`config.mk`:
```
export PLATFORM = sky130hd
export DESIGN_NAME = lin_classifier
export DESIGN_NICKNAME = d
export VERILOG_FILES = /design/src/rtl/lin_classifier.sv
export SDC_FILE = /design/constraint.sdc
export NUM_CORES = 1
export LEC_CHECK = 0
export ABC_AREA = 1
export CORE_ASPECT_RATIO = 1.1
export CORE_MARGIN = 3
export CORE_UTILIZATION = 53
export CTS_CLUSTER_SIZE = 30
export DETAILED_ROUTE_END_ITERATION = 8
export PLACE_DENSITY = 0.83
export RECOVER_POWER = 100
export SLEW_MARGIN = 0
export SYNTH_ARGS = -nofsm -noshare
export SYNTH_HDL_FRONTEND = slang
export SYNTH_SLANG_ARGS = --single-unit
```
`constraint.sdc`:
```
create_clock -name clk_i -period 1.58 [get_ports clk_i]
set_input_delay 0.316 -clock clk_i [delete_from_list [all_inputs] [get_ports clk_i]]
set_output_delay 0.316 -clock clk_i [all_outputs]
set_load 0.02 [all_outputs]
```
`src/rtl/lin_classifier.sv`:
```
// Line brightness classifier.
//
// Counts active pixels and dark pixels over each video line (delimited by the
// rising edge of hs_i). At every line boundary the finished line is judged dark
// when dark_cnt / tot_cnt >= NUM / DEN. The per-line verdict feeds a hysteresis
// filter that only flips rx_o after HYST consecutive disagreeing lines.
//
// Ports:
//   clk_i        sole clock, rising edge
//   rst_ni       asynchronous active-low reset
//   freeze_i     high at a boundary: the ending line is not evaluated
//   hs_i         horizontal sync, rising edge marks a line boundary
//   de_i         data enable, pixel valid when high
//   wd_i         pixel luma, WIDTH bits
//   line_dark_o  registered verdict of the last evaluated line
//   upd_o        one-cycle pulse whenever line_dark_o / rx_o are updated
//   rx_o         hysteresis-filtered dark verdict
module lin_classifier #(
  parameter int unsigned WIDTH   = 8,
  parameter int unsigned MAX_PIX = 2048,
  parameter int unsigned DARK_TH = 64,
  parameter int unsigned NUM     = 1,
  parameter int unsigned DEN     = 2,
  parameter int unsigned HYST    = 2
) (
  input  logic             clk_i,
  input  logic             rst_ni,
  input  logic             freeze_i,
  input  logic             hs_i,
  input  logic             de_i,
  input  logic [WIDTH-1:0] wd_i,
  output logic             line_dark_o,
  output logic             upd_o,
  output logic             rx_o
);

  localparam int unsigned CW = $clog2(MAX_PIX + 1);
  localparam int unsigned MW = (NUM > DEN) ? NUM : DEN;
  localparam int unsigned PW = CW + $clog2(MW + 1);
  localparam int unsigned SW = $clog2(HYST + 1);

  localparam logic [CW-1:0]  MaxPix = CW'(MAX_PIX);
  // One extra bit so DARK_TH == 2**WIDTH (every pixel dark) is representable.
  localparam logic [WIDTH:0] DarkTh = (WIDTH + 1)'(DARK_TH);
  localparam logic [PW-1:0]  NumP   = PW'(NUM);
  localparam logic [PW-1:0]  DenP   = PW'(DEN);
  localparam logic [SW:0]    HystW  = (SW + 1)'(HYST);

  // Parameter sanity checks at elaboration.
  if (DEN < 1) begin : g_bad_den
    $error("lin_classifier: DEN must be >= 1");
  end
  if (NUM > DEN) begin : g_bad_num
    $error("lin_classifier: NUM must not exceed DEN");
  end
  if (HYST < 1) begin : g_bad_hyst
    $error("lin_classifier: HYST must be >= 1");
  end
  if (MAX_PIX < 1) begin : g_bad_max
    $error("lin_classifier: MAX_PIX must be >= 1");
  end
  if (64'(DARK_TH) > (64'd1 << WIDTH)) begin : g_bad_th
    $error("lin_classifier: DARK_TH must not exceed 2**WIDTH");
  end

  logic          hs_r_q, hs_r_d;
  logic          arm_q;
  logic [CW-1:0] tot_q, tot_d;
  logic [CW-1:0] dark_q, dark_d;
  logic [SW-1:0] streak_q, streak_d;
  logic          line_dark_q, line_dark_d;
  logic          upd_q, upd_d;
  logic          rx_q, rx_d;

  logic          boundary;
  logic          dark_pix;
  logic          tot_sat;
  logic          eval_en;
  logic          verdict;
  logic [PW-1:0] dark_prod;
  logic [PW-1:0] tot_prod;
  logic [SW:0]   streak_inc;

  // arm_q keeps a high hs_i at reset release from looking like a rising edge:
  // a boundary is only recognised once hs_r_q has sampled hs_i at least once.
  assign boundary = hs_i & ~hs_r_q & arm_q;
  assign dark_pix = ({1'b0, wd_i} < DarkTh);
  assign tot_sat  = (tot_q == MaxPix);

  // Cross-multiplied ratio test on the pre-boundary counts; PW is wide enough
  // that neither product can overflow.
  assign dark_prod  = PW'(dark_q) * DenP;
  assign tot_prod   = PW'(tot_q) * NumP;
  assign verdict    = (dark_prod >= tot_prod);
  assign eval_en    = boundary & ~freeze_i & (tot_q != '0);
  assign streak_inc = {1'b0, streak_q} + (SW + 1)'(1);

  always_comb begin
    hs_r_d = hs_i;
    tot_d  = tot_q;
    dark_d = dark_q;

    if (boundary) begin
      // The boundary cycle's own pixel (if any) opens the new line.
      tot_d  = CW'(de_i);
      dark_d = CW'(de_i & dark_pix);
    end else if (de_i && !tot_sat) begin
      // Once tot saturates no further pixel is counted at all, so dark_cnt
      // can never overtake tot_cnt.
      tot_d = tot_q + CW'(1);
      if (dark_pix) begin
        dark_d = dark_q + CW'(1);
      end
    end
  end

  always_comb begin
    line_dark_d = line_dark_q;
    rx_d        = rx_q;
    streak_d    = streak_q;
    upd_d       = 1'b0;

    if (eval_en) begin
      upd_d       = 1'b1;
      line_dark_d = verdict;
      if (verdict == rx_q) begin
        streak_d = '0;
      end else if (streak_inc == HystW) begin
        rx_d     = verdict;
        streak_d = '0;
      end else begin
        streak_d = streak_inc[SW-1:0];
      end
    end
  end

  always_ff @(posedge clk_i or negedge rst_ni) begin
    if (!rst_ni) begin
      hs_r_q      <= 1'b0;
      arm_q       <= 1'b0;
      tot_q       <= '0;
      dark_q      <= '0;
      streak_q    <= '0;
      line_dark_q <= 1'b0;
      upd_q       <= 1'b0;
      rx_q        <= 1'b0;
    end else begin
      hs_r_q      <= hs_r_d;
      arm_q       <= 1'b1;
      tot_q       <= tot_d;
      dark_q      <= dark_d;
      streak_q    <= streak_d;
      line_dark_q <= line_dark_d;
      upd_q       <= upd_d;
      rx_q        <= rx_d;
    end
  end

  assign line_dark_o = line_dark_q;
  assign upd_o       = upd_q;
  assign rx_o        = rx_q;

endmodule
```
After elaboration in Yosys (flattened, before gate mapping)
Cells that the tools add are included.
W data, S select, Z words.
{ "totals": {"elab_cells": 39, "ff_bits": 31} }
{ "op_classes": {"muxes": 8, "bitwise_logic": 8, "add_sub_neg": 3, "n_eq_ne": 3, "n_lt_le_gt_ge": 2, "reduce_logical": 7} }
{ "ops": {"columns": ["operator", "n"], "rows": [
  ["$mux W12", 5],
  ["$add A12 B1 Y12 const B", 2],
  ["$ge A13 B12 Y1", 1],
  ["$eq A12 B12 Y1 const B", 1],
  ["$reduce_bool A12 Y1", 1],
  ["$lt A8 B7 Y1 const B", 1],
  ["$and A1 B1 Y1", 5],
  ["$mux W2", 2],
  ["$reduce_bool A2 Y1", 2],
  ["$add A2 B1 Y3 const B", 1],
  ["$eq A3 B2 Y1 const B", 1],
  ["$not A1 Y1", 3],
  ["$reduce_and A3 Y1", 1],
  ["$reduce_and A2 Y1", 1],
  ["$eq A1 B1 Y1", 1],
  ["$logic_and A1 B1 Y1", 1],
  ["$logic_not A1 Y1", 1],
  ["$mux W1", 1]
]} }

Longest topological paths before layout
{ "logic_depth": {"word_depth": 6, "depth_mapped": 11, "mapped_depth_nobuf": 11} }

Worst setup path before layout
No wires, ideal clock.
{ "synth_timing": {"path_type": "reg2reg", "from": "register tot_q[1]", "to": "register tot_q[11]", "t_arrival_ns": 1.420, "setup_ns": 0.116, "path_slack_ns": 0.044, "path_stages_with_launch": 11, "required_time_ns": 1.464, "path_buffers": 1, "cell_sequence": "dfrtp_1 > inv_1 > ha_1 > nand4_2 > nor2_4 > nand2_1 > nand2_2 > nand2_2 > buf_6 > nand2_1 > nand2_1"} }
{ "synth_via": {"elab_chain_cells": 4, "word_cells_on_any_way": 7, "classes_between": "add/sub: 1; eq/ne: 1; mux: 2; reduce/logical: 3"} }
{ "synth_lines": {"columns": ["element", "line_no", "text"], "rows": [
  ["start, declared", "68", "logic [CW-1:0] tot_q, tot_d;"],
  ["start signal, assigned", "150", "tot_q <= tot_d;"],
  ["branches (longest 4 deep; another with $add A12 B1 Y12)", null, null]
]} }
Parallel ways; which one is timed is not known. The select of a mux whose other input is x is not followed.
A chain may end at the register's enable or synchronous reset.

Worst setup path in the final report
{ "layout_timing": {"from": "register tot_q[9]", "to": "register tot_q[11]"} }
Same word-level chain as after synthesis.

==> impl_metrics.py <==
metrics = {
    "global_route": {
        "grt_pass1_wl_mm": 9.09,
        "grt_pass1_vias": 2058,
        "antenna_found_initial": 0,
        "grt_use_total": 0.249,
        "grt_max_degree": 32,
        "grt_overflow": 0,
    },
    "pwr": {
        "ir_drop_mv": 0.852,
        "p_leak_uw": 0.00141,
        "power_frac_clock": 0.235,
        "p_sw_uw": 1370,
        "fin_total_pwr_uw": 3550,
        "internal_power_uw": 2180,
        "combPwrFrac": 0.463,
        "p_sw_frac": 0.386,
        "power.density_nw_per_um2": 1240,
        "p_seq_frac": 0.302,
    },
    "die": {
        "start_util": 0.570,
        "num_rows": 23,
        "ios": 16,
        "core_sq_um": 3800,
        "die-area_sq_um": 4890,
        "dieHeight_um": 73.0,
        "fp.dieW_um": 67.0,
    },
    "critical_path": {
        "worstPathArrival_ns": 1.79,
        "cp_max_fo": 4,
        "cp.buffers_inverters": 2,
        "critPathRequiredTime_ns": 1.77,
        "crit_family": "simple AND/OR/NAND/NOR gates",
        "cp_common_cell": "nand2_1",
        "start_kind": "register",
        "cp-end-kind": "register",
        "crit_chain": "inv_1 > nand2_1 > nor3_2 > nand2_1 > nand2_4 > nand2_4 > buf_4 > nand2_1 > nand2_1",
        "path_class": "register to register",
        "cp_slowest_cell": "dfrtp_1",
        "max_stage_delay_ns": 0.41,
    },
    "clock_tree": {
        "clock-sinks": 31,
        "cts_buffers": 5,
        "clk_pin_slew_ns": 0.07,
        "cts_tree": "yes",
        "root_buffer": "clkbuf_8",
        "clockBufferDepth": 2,
        "htreeDepth": 2,
        "hold_buffers": 0,
        "clock_latency_ns": 0.29,
    },
    "sta": {
        "period_share": 1.01,
        "finalSetupViolations": 3,
        "rsz0062_at_grt": "true",
        "relSlewSlack": 0.460,
        "fmax_ghz": 0.625,
        "worst_slew_pin_slew_ns": 0.811,
        "final.min_clock_period_ns": 1.60,
        "skew_ns": 0.00654,
        "worst_slack_ns": -0.0191,
        "hold_viol": 0,
        "finalMaxSlewViolations": 0,
    },
    "yosys": {
        "synth_area_leader_cell": "dfrtp_1",
        "avgSynthCellArea_sq_um": 7.65,
        "ys_seq_area_frac": 0.358,
        "synth_area_leaders": "dfrtp_1, nand2_1, ha_1, nand3_1, inv_1",
        "netlist_area_sq_um": 2170,
        "syn-instance-count": 283,
        "synth_fp_nets": 310,
        "ys_types": 33,
        "synth.top_cell.area_share": 0.358,
        "ys_ff_latch": 31,
        "ys_warn_count": 0,
    },
    "place": {
        "placedCellCount": 374,
        "dp_hpwl_mm": 3.76,
        "place.gp.congestion": 0.908,
        "io_buffers": 9,
    },
    "finish": {
        "final_common_cell": "nand2_1",
        "insertedDiodeCount": 0,
        "layout_common_cells": "nand2_1, buf_4, nand3_1, dfrtp_1, nor2_1",
        "area_growth_syn_to_layout_pct": 32.5,
        "layoutNonFillerInstCount": 388,
        "fin_nets": 364,
        "layout-drive-gt1-share": 0.314,
    },
    "outcome": {
        "violations": "negative setup slack",
        "outcome": "finished, violations left",
    },
    "routing": {
        "post_drt_wl_per_cell_um": 14.4,
        "dr.pass1.iters": 4,
        "drc": 0,
        "vias": 2103,
        "drt_iter0_markers": 177,
        "final_antenna_net_count": 0,
        "routed_wl_mm": 5.58,
        "viasPerCell": 5.42,
    },
    "hold_path": {
        "hold_path.class": "primary input to register",
    },
    "flow_run": {
        "maxCapViolCount": 0,
    },
}
==> flip-flops by register name, indices dropped and copies added (netlist names) <==
register,count
upd_o,1
rx_o,1
streak_q,2
hs_r_q,1
tot_q,12
line_dark_o,1
arm_q,1
dark_q,12
==> final cells by class <==
| type | instances | area (sq um) |
|---|---|---|
| Multi-Input combinational cell | 217 | 1380 |
| Sequential cell | 31 | 776 |
| Clock inverter | 2 | 35.0 |
| Inverter | 30 | 113 |
| Timing Repair Buffer | 52 | 422 |
| Fill cell | 279 | 928 |
| Tap cell | 50 | 62.6 |
| Clock buffer | 6 | 82.6 |
==> power by group through the flow <==
stage                     sequential, uW  combinational, uW  clock [uW]
after global placement              1060               1290           0
after floorplan                     1110                795           0
after detailed placement            1070               1340           0
after CTS                           1060               1480         838
after global routing                1090               1810         874
final                               1070               1640         834
==> worst reg2reg max path: stages (launching register included) <==
cell     delay (ns)
dfrtp_1        0.41
inv_1          0.15
nand2_1        0.10
nor3_2         0.22
nand2_1        0.14
nand2_4        0.13
nand2_4        0.07
buf_4          0.16
nand2_1        0.06
nand2_1        0.05
==> path summary, 6_finish.rpt <==
path,from,end,slack (ns),depth (start not counted)
hold / removal,hs_i,hs_r_q$_DFF_PN0_,0.50,1
min in group asynchronous,rst_ni,tot_q[7]$_DFFE_PN0P_,0.64,2
setup / recovery,tot_q[9]$_DFFE_PN0P_,tot_q[11]$_DFFE_PN0P_,-0.02,9
setup reg to reg,tot_q[9]$_DFFE_PN0P_,tot_q[11]$_DFFE_PN0P_,-0.02,9
hold reg to reg,streak_q[1]$_DFFE_PN0P_,streak_q[1]$_DFFE_PN0P_,0.52,2
max in group asynchronous,rst_ni,dark_q[9]$_DFFE_PN0P_,0.43,2
==> repair_timing <==
item	in CTS	in global routing
resized for setup	8	26
setup endpoints to repair	27	23
buffers inserted	3	3
pin swaps	3	7
==> routing by layer <==
layer | vias up | GRT usage | routed length (um)
li1 | 1044 | - | -
met2 | 67 | 0.421 | 2880
met5 | - | 0 | 0
met1 | 982 | 0.296 | 2280
met4 | 0 | 0.124 | 102
met3 | 10 | 0.0555 | 318
==> metrics by stage <==
stage	area (sq um)	setup TNS, ns	setup slack [ns]	utilization	hold WS, ns
floorplan	2170	0	0.0440	-	0.0204
global placement	2570	-2.37	-0.184	0.677	0.472
detailed placement	2570	-3.11	-0.213	0.677	0.516
CTS	2750	0	0.000151	0.723	0.438
global route	2870	-1.03	-0.115	0.756	0.496
finish	2870	-0.0294	-0.0191	0.756	0.500
==> cells by family after synthesis <==
kind of cell,after synthesis,synth area share
adder cells (fa/ha/maj),14,0.0809
AO/OA/AOI/OAI,22,0.0751
XOR/XNOR,9,0.0364
buffers and inverters,35,0.0693
AND/OR/NAND/NOR,171,0.378
other,1,0.00173
flip-flops,31,0.358
==> cells in the mapped netlist, drive strengths merged <==
cell	n
ha	14
a31oi	1
nor3	12
xnor2	2
o21ai	12
o211ai	1
xor2	7
dfrtp	31
nand4	14
nor2	25
conb	1
or2	2
nand3	35
a21oi	5
o22ai	1
a21boi	1
a21o	1
buf	5
nand2	83
inv	30
No activity file was read; power rests on OpenSTA's default activity.
==> RTL change, RTL diff (config.mk and constraints unchanged) <==
Register the output `upd_o` once more, with the module's reset; this adds one clock of latency there. The other outputs are not delayed to match. Comments in the files are not updated.
--- a/src/rtl/lin_classifier.sv
+++ b/src/rtl/lin_classifier.sv
@@ -157,7 +157,13 @@
   end
 
   assign line_dark_o = line_dark_q;
-  assign upd_o       = upd_q;
+  always_ff @(posedge clk_i or negedge rst_ni) begin
+    if (!rst_ni) begin
+      upd_o <= '0;
+    end else begin
+      upd_o <= upd_q;
+    end
+  end
   assign rx_o        = rx_q;
 
 endmodule
Check against the original RTL: not equivalent (Yosys sat finds a counterexample within 4 cycles, from zero or initial values and one cycle with rst_ni low).
==> RTL change against the unedited design <==
The run still ends with setup timing left; worst setup slack got worse by 0.088 ns; combinational power decreased by 6%; sequential share of layout area decreased by 0.14 points; cell area increased by 3.7%; power decreased by 6.0%; synthesized area decreased by 1.0%; final cell count increased by 3.1%; non-clock buffer count increased by 13; sequential cell count increased by 1; die area decreased by 0.95%; wire length increased by 25%; critical path type unchanged; largest cell class unchanged; highest routed layer unchanged.
==> RTL change: results (changes against the unedited design) <==
| Metric | Value |
|---|---|
| Result of the run | finished with violations |
| Violated checks | setup timing |
| Largest clock skew in the final design | 0.0121 ns (+0.00561 ns) |
| Total met3 wirelength after detailed routing | 429 um (+35%) |
| Cell Count, Final, Fillers Out | 400 (+3.1%) |
| Critical path capture point | streak_q[1] |
| GP Congestion | 0.912 (+0.44%) |
| Worst hold slack across all endpoints | 0.361 ns (-0.139 ns) |
| Hpwl dp | 3920 um (+4.2%) |
| Seq/Total Area, Yosys | 0.374 (+0.0154) |
| Overall routed net length | 6980 um (+25%) |
| Number of synthesized register bits | 32 (+3.2%) |
| Largest net degree at the start of global routing | 33 (+3.1%) |
| Type of the worst min-delay path | flop to flop |
| List of most frequent post-synthesis cells | sky130_fd_sc_hd__nand2_1 (75), sky130_fd_sc_hd__nand3_1 (34), sky130_fd_sc_hd__dfrtp_1 (32), sky130_fd_sc_hd__inv_1 (25), sky130_fd_sc_hd__nor2_1 (22) |
| Sequential cell area share | 0.269 (-0.00136) |
| Capture endpoint of the worst hold path | upd_o |
| Fraction of power spent switching nets | 0.391 (+0.00459) |
| Worst path setup slack after routing | -0.107 ns (-0.0878 ns) |
| Cells on Worst Hold Path | 0 (-1) |
| Max incr delay on CP | 0.45 ns (+0.04 ns) |
| Data arrival time of the critical path | 1.87 ns (+0.08 ns) |
| Multi-Input Combinational | 212 (-2.3%) |
| Final setup violation count | 16 (+13) |
| Syn Area/Cell | 7.60 um2 (-0.69%) |
| Worst min-delay path startpoint | upd_q |
| Worst slack, placed | -0.173 ns (+0.0404 ns) |
| Syn Nets | 309 (-0.32%) |
| Global Route Usage Sum | 0.250 (+0.000479) |
| RR Startpoint | tot_q[5] |
| Maximum vdd drop | 0.760 mV (-11%) |
| Vias after detailed routing | 2333 (+11%) |
| Global routing usage on met1 | 0.286 (-0.00983) |
| Nets | 377 (+3.6%) |
| Worst reg2reg path depth | 10 (+1) |
| Area of combinational cells with multiple inputs | 1360 um2 (-1.4%) |
-- RTL change: timing repair --
action                                  CTS  global route
resized for setup                         9            26
pin swaps                                 2            15
buffers inserted                          4            14
hold buffers                              0             0
endpoints found under the setup margin   15            29
-- RTL change: metrics by stage --
step / cell area, um2 / total power [mW] / util / setup TNS, ns
finish: 2980 / 3.33 / 0.790 / -0.689
global route: 2980 / 3.48 / 0.790 / -1.93
CTS: 2750 / 2.92 / 0.731 / 0
detailed placement: 2600 / 2.14 / 0.690 / -2.34
global placement: 2600 / 2.08 / 0.690 / -1.45
floorplan: 2140 / 1.69 / - / 0
-- RTL change: cells by family after synthesis --
| kind of cell | count (synthesis) | synth area share |
|---|---|---|
| buffers and inverters | 38 | 0.0712 |
| AO/OA/AOI/OAI | 23 | 0.0706 |
| XOR/XNOR | 9 | 0.0368 |
| other | 1 | 0.00175 |
| AND/OR/NAND/NOR | 165 | 0.364 |
| adder cells (fa/ha/maj) | 14 | 0.0817 |
| flip-flops | 32 | 0.374 |
